==> src/rtl/fifo_flex.sv <==
`default_nettype none
// ============================================================================
//  Module   : fifo_flex
//  Brief    : Single-clock FIFO with arbitrary depth, selectable registered or
//             first-word-fall-through read, almost-full/almost-empty flags,
//             occupancy count, synchronous flush and sticky error flags.
//  Revision : 1.0 - initial release
// ============================================================================
module fifo_flex #(
    parameter int ADDR_WIDTH    = 9,
    parameter int DATA_WIDTH    = 128,
    parameter int DEPTH         = 11,
    parameter int FWFT          = 0,
    parameter int AFULL_THRESH  = DEPTH - 2,
    parameter int AEMPTY_THRESH = 2
) (
    input  logic                  clk,
    input  logic                  reset,
    input  logic                  fifo_flush,
    input  logic                  fifo_write_e,
    input  logic [DATA_WIDTH-1:0] fifo_wdata,
    input  logic                  fifo_read_e,
    output logic [DATA_WIDTH-1:0] fifo_rdata,
    output logic                  fifo_full,
    output logic                  fifo_empty,
    output logic                  fifo_afull,
    output logic                  fifo_aempty,
    output logic [ADDR_WIDTH:0]   fifo_level,
    output logic                  fifo_ready,
    output logic                  fifo_overflow,
    output logic                  fifo_underflow
);

    // Pointers only need to span the real storage, not the full address space
    localparam int                    c_PTR_W      = (DEPTH > 1) ? $clog2(DEPTH) : 1;
    localparam logic [c_PTR_W-1:0]    c_PTR_LAST   = c_PTR_W'(DEPTH - 1);
    localparam logic [c_PTR_W-1:0]    c_PTR_ONE    = c_PTR_W'(1);
    localparam logic [ADDR_WIDTH:0]   c_LVL_ONE    = (ADDR_WIDTH+1)'(1);
    localparam logic [ADDR_WIDTH:0]   c_LVL_FULL   = (ADDR_WIDTH+1)'(DEPTH);
    localparam logic [ADDR_WIDTH:0]   c_LVL_AFULL  = (ADDR_WIDTH+1)'(AFULL_THRESH);
    localparam logic [ADDR_WIDTH:0]   c_LVL_AEMPTY = (ADDR_WIDTH+1)'(AEMPTY_THRESH);

    if ((DEPTH > (1 << ADDR_WIDTH)) || (DEPTH < 2)) begin : g_bad_depth
        $error("fifo_flex: DEPTH must lie in 2..2**ADDR_WIDTH");
    end

    logic [DATA_WIDTH-1:0] r_mem [0:DEPTH-1];
    logic [c_PTR_W-1:0]    r_wptr;
    logic [c_PTR_W-1:0]    r_rptr;
    logic [ADDR_WIDTH:0]   r_level;
    logic [ADDR_WIDTH:0]   w_level_nxt;
    logic                  r_ready;
    logic                  r_overflow;
    logic                  r_underflow;
    logic                  r_full;
    logic                  r_afull;
    logic                  r_aempty;

    logic                  w_flush;
    logic                  w_cmd_ok;
    logic                  w_can_read;
    logic                  w_rd_acc;
    logic                  w_wr_acc;
    logic                  w_ram_pop;
    logic [DATA_WIDTH-1:0] w_ram_q;

    function automatic logic [c_PTR_W-1:0] ptr_inc(input logic [c_PTR_W-1:0] p);
        return (p == c_PTR_LAST) ? '0 : p + c_PTR_ONE;
    endfunction

    // Flush and commands are only honoured once the block reports ready;
    // a flush swallows any read or write issued alongside it.
    assign w_flush  = r_ready & fifo_flush & ~reset;
    assign w_cmd_ok = r_ready & ~fifo_flush & ~reset;
    assign w_rd_acc = w_cmd_ok & fifo_read_e & w_can_read;
    assign w_wr_acc = w_cmd_ok & fifo_write_e & (~r_full | w_rd_acc);
    assign w_ram_q  = r_mem[r_rptr];

    // Next occupancy; reset and flush both return it to zero
    always_comb begin
        w_level_nxt = r_level;
        if (reset || w_flush) begin
            w_level_nxt = '0;
        end else if (w_wr_acc && !w_rd_acc) begin
            w_level_nxt = r_level + c_LVL_ONE;
        end else if (!w_wr_acc && w_rd_acc) begin
            w_level_nxt = r_level - c_LVL_ONE;
        end
    end

    // Storage write port; contents survive reset and flush
    always_ff @(posedge clk) begin
        if (w_wr_acc) begin
            r_mem[r_wptr] <= fifo_wdata;
        end
    end

    // Pointers, ready handshake and sticky error flags
    always_ff @(posedge clk) begin
        if (reset) begin
            r_wptr      <= '0;
            r_rptr      <= '0;
            r_ready     <= 1'b0;
            r_overflow  <= 1'b0;
            r_underflow <= 1'b0;
        end else if (w_flush) begin
            r_wptr      <= '0;
            r_rptr      <= '0;
            r_ready     <= 1'b0;
            r_overflow  <= 1'b0;
            r_underflow <= 1'b0;
        end else begin
            r_ready <= 1'b1;
            if (w_wr_acc) begin
                r_wptr <= ptr_inc(r_wptr);
            end
            if (w_ram_pop) begin
                r_rptr <= ptr_inc(r_rptr);
            end
            if (w_cmd_ok && fifo_write_e && !w_wr_acc) begin
                r_overflow <= 1'b1;
            end
            if (w_cmd_ok && fifo_read_e && !w_can_read) begin
                r_underflow <= 1'b1;
            end
        end
    end

    // Level and threshold flags come from the same next-state value so they stay coherent
    always_ff @(posedge clk) begin
        r_level  <= w_level_nxt;
        r_full   <= (w_level_nxt == c_LVL_FULL);
        r_afull  <= (w_level_nxt >= c_LVL_AFULL);
        r_aempty <= (w_level_nxt <= c_LVL_AEMPTY);
    end

    if (FWFT == 0) begin : g_reg_read
        logic [DATA_WIDTH-1:0] r_rdata;
        logic                  r_lvl_zero;

        assign w_can_read = (r_level != '0);
        assign w_ram_pop  = w_rd_acc;

        // Popped word lands in the output register on the accepting edge
        always_ff @(posedge clk) begin
            if (reset) begin
                r_rdata <= '0;
            end else if (w_rd_acc) begin
                r_rdata <= w_ram_q;
            end
        end

        // Empty tracks the stored count directly in this mode
        always_ff @(posedge clk) begin
            r_lvl_zero <= (w_level_nxt == '0);
        end

        assign fifo_rdata = r_rdata;
        assign fifo_empty = r_lvl_zero;
    end else begin : g_fwft_read
        // Two-stage prefetch: stage A captures the RAM head, stage B is the
        // displayed word. Keeping A full lets back-to-back pops run bubble-free.
        logic [DATA_WIDTH-1:0] r_a_data;
        logic [DATA_WIDTH-1:0] r_b_data;
        logic                  r_a_valid;
        logic                  r_b_valid;
        logic                  w_b_load;
        logic                  w_a_take;
        logic [ADDR_WIDTH:0]   w_ram_cnt;

        assign w_can_read = r_b_valid;
        assign w_b_load   = ~r_b_valid | w_rd_acc;
        assign w_a_take   = ~r_a_valid | w_b_load;
        assign w_ram_cnt  = r_level - {{ADDR_WIDTH{1'b0}}, r_a_valid}
                                    - {{ADDR_WIDTH{1'b0}}, r_b_valid};
        assign w_ram_pop  = w_a_take & (w_ram_cnt != '0) & ~reset & ~w_flush;

        // Advance the prefetch pipeline whenever a stage frees up
        always_ff @(posedge clk) begin
            if (reset) begin
                r_a_valid <= 1'b0;
                r_b_valid <= 1'b0;
                r_a_data  <= '0;
                r_b_data  <= '0;
            end else if (w_flush) begin
                r_a_valid <= 1'b0;
                r_b_valid <= 1'b0;
            end else begin
                if (w_b_load) begin
                    r_b_valid <= r_a_valid;
                    if (r_a_valid) begin
                        r_b_data <= r_a_data;
                    end
                end
                if (w_a_take) begin
                    r_a_valid <= w_ram_pop;
                    if (w_ram_pop) begin
                        r_a_data <= w_ram_q;
                    end
                end
            end
        end

        assign fifo_rdata = r_b_data;
        assign fifo_empty = ~r_b_valid;
    end

    assign fifo_full      = r_full;
    assign fifo_afull     = r_afull;
    assign fifo_aempty    = r_aempty;
    assign fifo_level     = r_level;
    assign fifo_ready     = r_ready;
    assign fifo_overflow  = r_overflow;
    assign fifo_underflow = r_underflow;

endmodule
`default_nettype wire

==> config.mk <==
export PLATFORM = sky130hd
export DESIGN_NAME = fifo_flex
export DESIGN_NICKNAME = d
export VERILOG_FILES = /design/src/rtl/fifo_flex.sv
export SDC_FILE = /design/constraint.sdc
export NUM_CORES = 2
export LEC_CHECK = 0
export CAP_MARGIN = 20
export CORE_MARGIN = 2
export CORE_UTILIZATION = 50
export CTS_CLUSTER_DIAMETER = 60
export DETAILED_ROUTE_END_ITERATION = 8
export GPL_ROUTABILITY_DRIVEN = 0
export MAX_ROUTING_LAYER = met4
export PLACE_DENSITY = 0.69
export SYNTH_ARGS = -nofsm -noshare
export SYNTH_HDL_FRONTEND = slang
export SYNTH_SLANG_ARGS = --single-unit
==> constraint.sdc <==
create_clock -name clk -period 17.7 [get_ports clk]
set_clock_uncertainty 0.1 [all_clocks]
set_input_delay 4.425 -clock clk [delete_from_list [all_inputs] [get_ports clk]]
set_output_delay 4.425 -clock clk [all_outputs]
set_load 0.01 [all_outputs]
* After elaboration in Yosys (flattened, before gate mapping)
Memory sizes are Yosys's and may differ from the RTL's. A register that Yosys moved wholly into a read port is not among the register bits.
Cells that the tools add are included.
** Word-level totals
- Memories kept :: 1
- Bits in registers :: 25
- Bits in writable memories :: 1408
- Word-level logic and storage cells :: 53
** Cells by class
- Add/subtract/negate cells :: 4
- Order comparisons :: 2
- Multiplexer cells :: 8
- Equality and inequality tests :: 3
- Bitwise logic cells :: 12
- Reductions and logical operators :: 13
** Memory list
- r_mem :: words 11, bits a word 128, read ports 1, clocked after Yosys merged registers in 1, write ports 1, RTL line 47 : logic [DATA_WIDTH-1:0] r_mem [0:DEPTH-1];
** Operators with widths (count)
- 2-to-1 mux 10 bit :: 3
- adder 10 x 1 -> 10 bit, second input constant :: 1
- equality test 10 x 4 -> 1 bit, second input constant :: 1
- greater-or-equal comparator 10 x 4 -> 1 bit, second input constant :: 1
- <= comparator 10 x 2 -> 1 bit, second input constant :: 1
- logical NOT 10 bit :: 1
- nonzero test 10 bit :: 1
- subtractor 10 x 1 -> 10 bit, second input constant :: 1
- adder 4 x 1 -> 4 bit, second input constant :: 2
- AND 1 bit :: 8
- equality test 4 bit, second input constant :: 2
- 2-to-1 mux 4 bit :: 2
- logical AND 1 bit :: 6
- logical NOT 1 bit :: 3
- 2-to-1 mux 1 bit :: 3
- inverter 1 bit :: 3
- OR reduction 2 bit :: 1
- logical OR 1 bit :: 1
- bitwise OR 1 bit :: 1

* Longest topological paths before layout
- Depth in word-level cells :: 13
- Depth in mapped cells :: 11
- Depth with buffers taken out :: 9

* Least setup slack after synthesis
Ideal clock, no wire load.
- Path type :: input to register
- From :: in reset
- To :: mem r_mem[4][0] (enable)
- Path buffers :: 1
- Library setup time :: 772 ps
- Cell stages on the path :: 6
- Setup slack :: 2513 ps
- Data arrival time :: 14315 ps
- Cells stage by stage :: clkbuf_1 > and4bb_2 > o31ai_4 > a21o_1 > or3_1 > nor3_1
** Between the ends
- Word-level cells in the longest chain between the ends :: 8
** Ends and longest elaborated chain
- start: declaration :: RTL line 18 : input logic reset,
- inverter 1 bit * :: RTL line 74 : assign w_cmd_ok = r_ready & ~fifo_flush & ~reset;
- AND 1 bit * :: RTL line 74
- AND 1 bit (2 in series) :: RTL line 75 : assign w_rd_acc = w_cmd_ok & fifo_read_e & w_can_read;
- bitwise OR 1 bit :: RTL line 76 : assign w_wr_acc = w_cmd_ok & fifo_write_e & (~r_full | w_rd_acc);
- AND 1 bit * :: RTL line 76
- 2-to-1 mux 1 bit * :: RTL line 93 : if (w_wr_acc) begin
- 2-to-1 mux 1 bit (implied by the code) * :: RTL line 94 : r_mem[r_wptr] <= fifo_wdata;
- end: declaration :: RTL line 47
Mark *: on every way between the ends. The rest lies on a longest branch, timed or not.

* Final worst setup path
- From :: in fifo_flush
- To :: mem r_mem[6][104] (enable)
** Between the ends
- Word-level cells in the longest chain between the ends :: 9
** Ends and longest elaborated chain
- start: declaration :: RTL line 19 : input logic fifo_flush,
- inverter 1 bit * :: RTL line 74
- AND 1 bit * (2 in series) :: RTL line 74
- AND 1 bit (2 in series) :: RTL line 75
- bitwise OR 1 bit :: RTL line 76
- AND 1 bit * :: RTL line 76
- 2-to-1 mux 1 bit * :: RTL line 93
- 2-to-1 mux 1 bit (implied by the code) * :: RTL line 94
Marked as above.

==> metrics.yaml <==
sta:
  fin_tns_setup_ns: 0
  worst_pin_slew_ns: 1.024
  hold_violations: 0
  slew_violations: 0
  fmax_ghz: 0.1229
  setup_violations: 0
  finalCritPeriodShare_pct: 45.97
  rsz0062_at_grt: "no"
  slew_headroom_pct: 31.76
  period_needed_ns: 8.136
worst_setup_path:
  critPathTopFamily: "buffers and inverters"
  start_kind: "primary input"
  critPathRequiredTime_ns: 17.97
  worst-r2r-cell-count: 10
  critPathArrivalTime_ns: 8.41
  critPathMaxStageDelay_ns: 0.74
  reg2reg_to: "r_mem[6][104]$_DFFE_PP_"
  critPathSlowestCell: "buf_4"
  cp_num_buf_inv: 4
  worstSetupPathType: "primary input to register"
  path_cells: "clkdlybuf4s50_1 -> and4bb_2 -> o31ai_4 -> buf_4 -> a21o_1 -> or3_1 -> nor2_4 -> buf_4 -> buf_4"
  ff2ff_setup_slack_ns: 13.13
  r2r-start: "fifo_level[0]$_DFF_P_"
  cp-end-kind: "register"
  cpMostUsedCell: "buf_4"
  worstPathMaxFanout: 66
global_route:
  grt_pass1_vias: 30172
  grt_max_degree: 159
  track_usage_pct: 21.13
  antenna_found_initial: 12
  grt-ovfl-total: 0
  grt_pass1_wl_mm: 187.1
route:
  routed_wirelength_mm: 123.8
  firstDrtPassIters: 6
  ant_nets: 0
  drtIter0Drc: 2495
  wl_per_cell_um: 24.00
  drc: 0
  vias: 29807
  vias_per_cell: 5.778
floorplan:
  start_util_pct: 50.22
  die_width_um: 347.9
  core_area_um2: 117800
  die_y_um: 347.9
  dieArea_um2: 121100
  core.rowCount: 126
  io_pins: 278
finish:
  fillers: 8531
  final_common_cell: "edfxtp_1"
  fin_nets: 3610
  syn_to_final_growth_pct: 16.47
  fin_util_pct: 58.49
  drive_above_1_share_pct: 15.56
  layout_common_cells: "edfxtp_1, clkdlybuf4s50_1, nor2_1, a21oi_1, a211oi_1"
  design_area_um2: 68890
yosys:
  ys_ff_latch: 1561
  netlist_area_um2: 59150
  yosys_most_used_dff: "edfxtp_1"
  yosys-top-cells-area: "edfxtp_1, mux4_2, dfxtp_1"
  yosysTopAreaCell: "edfxtp_1"
  synth_nets: 3337
  ys_types: 49
  yosys_warnings: 0
  ys_seq_area_share_pct: 76.66
  synth_cells: 3201
  synth_top_area_share_pct: 71.49
  avgSynthCellArea_um2: 18.48
  async_reset_ff_share_pct: 0
  synth_edf_count: 1408
clock_tree:
  hold_buffers: 0
  clk_pin_slew_ns: 0.06
  clk_latency_ns: 0.76
  cts.sinks: 1561
  clk_path_buf_depth: 3
  htreeDepth: 4
  numCtsBuffers: 161
  cts-resized-gates: 0
  cts_root_buf: "clkbuf_16"
  post-cts-setup-buffers: 0
  cts_tree: "done"
min_path:
  min-delay-start: "fifo_rdata[121]$_SDFFE_PP0P_"
  whs_endpoint: "fifo_rdata[121]$_SDFFE_PP0P_"
  whs_path_depth: 2
  hp-class: "register to register"
place:
  io_buffers: 277
  place_area_um2: 63530
  hpwlAfterDp_mm: 62.26
pwr:
  power_per_cell_area_nw_per_um2: 109.2
  vdd_drop_max_mv: 0.08604
  finalPower_uw: 7524
  leakagePower_uw: 0.02114
outcome:
  run_status: "complete, no violations"
run:
  drv_cap: 0
==> flip-flops by register name (all words and copies together) (netlist names) <==
name	flops
fifo_aempty	1
fifo_overflow	1
fifo_afull	1
fifo_rdata	128
r_wptr	4
fifo_full	1
r_mem	1408
fifo_ready	1
fifo_empty	1
fifo_level	10
r_rptr	4
fifo_underflow	1
==> cell usage after synthesis, types with 2 or more instances <==
| library cell | number |
|---|---|
| edfxtp_1 | 1408 |
| nor2_1 | 280 |
| a21oi_1 | 268 |
| a211oi_1 | 257 |
| mux4_2 | 256 |
| dfxtp_1 | 153 |
| clkbuf_1 | 152 |
| mux2i_1 | 136 |
| nor2b_1 | 131 |
| buf_1 | 36 |
| buf_2 | 21 |
| nand2_1 | 15 |
| nand3_1 | 8 |
| nor3_1 | 7 |
| o21ai_0 | 6 |
| nand4_1 | 5 |
| o21ai_1 | 5 |
| inv_1 | 4 |
| nand2b_1 | 4 |
| or3_1 | 4 |
| xnor2_1 | 4 |
| and2_1 | 3 |
| buf_6 | 3 |
| ha_1 | 3 |
| xor2_1 | 3 |
| a21o_1 | 2 |
| a31oi_1 | 2 |
| nand3b_1 | 2 |
| nand4b_1 | 2 |
| nor4b_2 | 2 |
==> layout make-up <==
type | count | area (um^2) | share of cell area [%]
Sequential cell | 1561 | 45360 | 65.85
Tap cell | 1536 | 1922 | 2.790
Antenna cell | 11 | 27.53 | 0.03996
Inverter | 5 | 18.77 | 0.02724
Timing Repair Buffer | 322 | 3237 | 4.699
Clock buffer | 215 | 4432 | 6.433
Multi-Input combinational cell | 1423 | 13010 | 18.89
Clock inverter | 86 | 877.1 | 1.273
==> power breakdown <==
group | switching [uW] | total (uW) | internal [uW]
clock network | 1400 | 3340 | 1940
registers | 6.68 | 4030 | 4020
logic | 92.6 | 158 | 65.5
==> cell families (layout without fill, tap and decap cells) <==
| kind of cell | count (synthesis) | in the layout | synth area share, % |
|---|---|---|---|
| AO/OA/AOI/OAI | 544 | 544 | 5.750 |
| XOR/XNOR | 7 | 7 | 0.1037 |
| adder cells (fa/ha/maj) | 3 | 3 | 0.06347 |
| buffers and inverters | 217 | 628 | 1.460 |
| flip-flops | 1561 | 1561 | 76.66 |
| multiplexers | 392 | 392 | 12.05 |
| other | 0 | 11 | 0 |
| AND/OR/NAND/NOR | 477 | 477 | 3.909 |
==> how the worst max path moves through the flow <==
stage | from | to | cells after the start
global route | fifo_flush | r_mem[6][104]$_DFFE_PP_ | 9
floorplan | reset | r_mem[4][0]$_DFFE_PP_ | 6
detailed placement | fifo_flush | r_mem[6][103]$_DFFE_PP_ | 9
CTS | fifo_flush | r_mem[6][104]$_DFFE_PP_ | 9
global placement | fifo_flush | r_mem[0][89]$_DFFE_PP_ | 9
finish | fifo_flush | r_mem[6][104]$_DFFE_PP_ | 9
==> worst reg2reg max path, cell delays in order (launching register included) <==
cell      delay [ns]
dfxtp_1         0.44
inv_1           0.10
ha_1            0.20
nand2b_1        0.18
o31ai_4         0.07
buf_4           0.34
a21o_1          0.33
or3_1           0.49
nor2_4          0.67
buf_4           0.47
buf_4           0.76
==> per-stage QoR <==
stage               hold slack (ns)  cells  worst slack, ns
detailed placement           0.3751   4846            8.744
global placement             0.3659   4846            8.781
floorplan                    0.3631   3201            2.513
global route                 0.4068   5159            9.368
finish                       0.3836   5159            9.564
CTS                          0.3891   5147            9.554
==> routing by layer <==
metal  global-route usage, %  share of wire [%]  vias to the layer above
met1                   28.08                 43                    15368
met2                   34.13                 50                      843
met4                   4.956                1.6                        0
li1                        -                  -                    13424
met3                   4.024                5.9                      172
met5                       -                  0                        -
(Power assumes the default switching activity.)
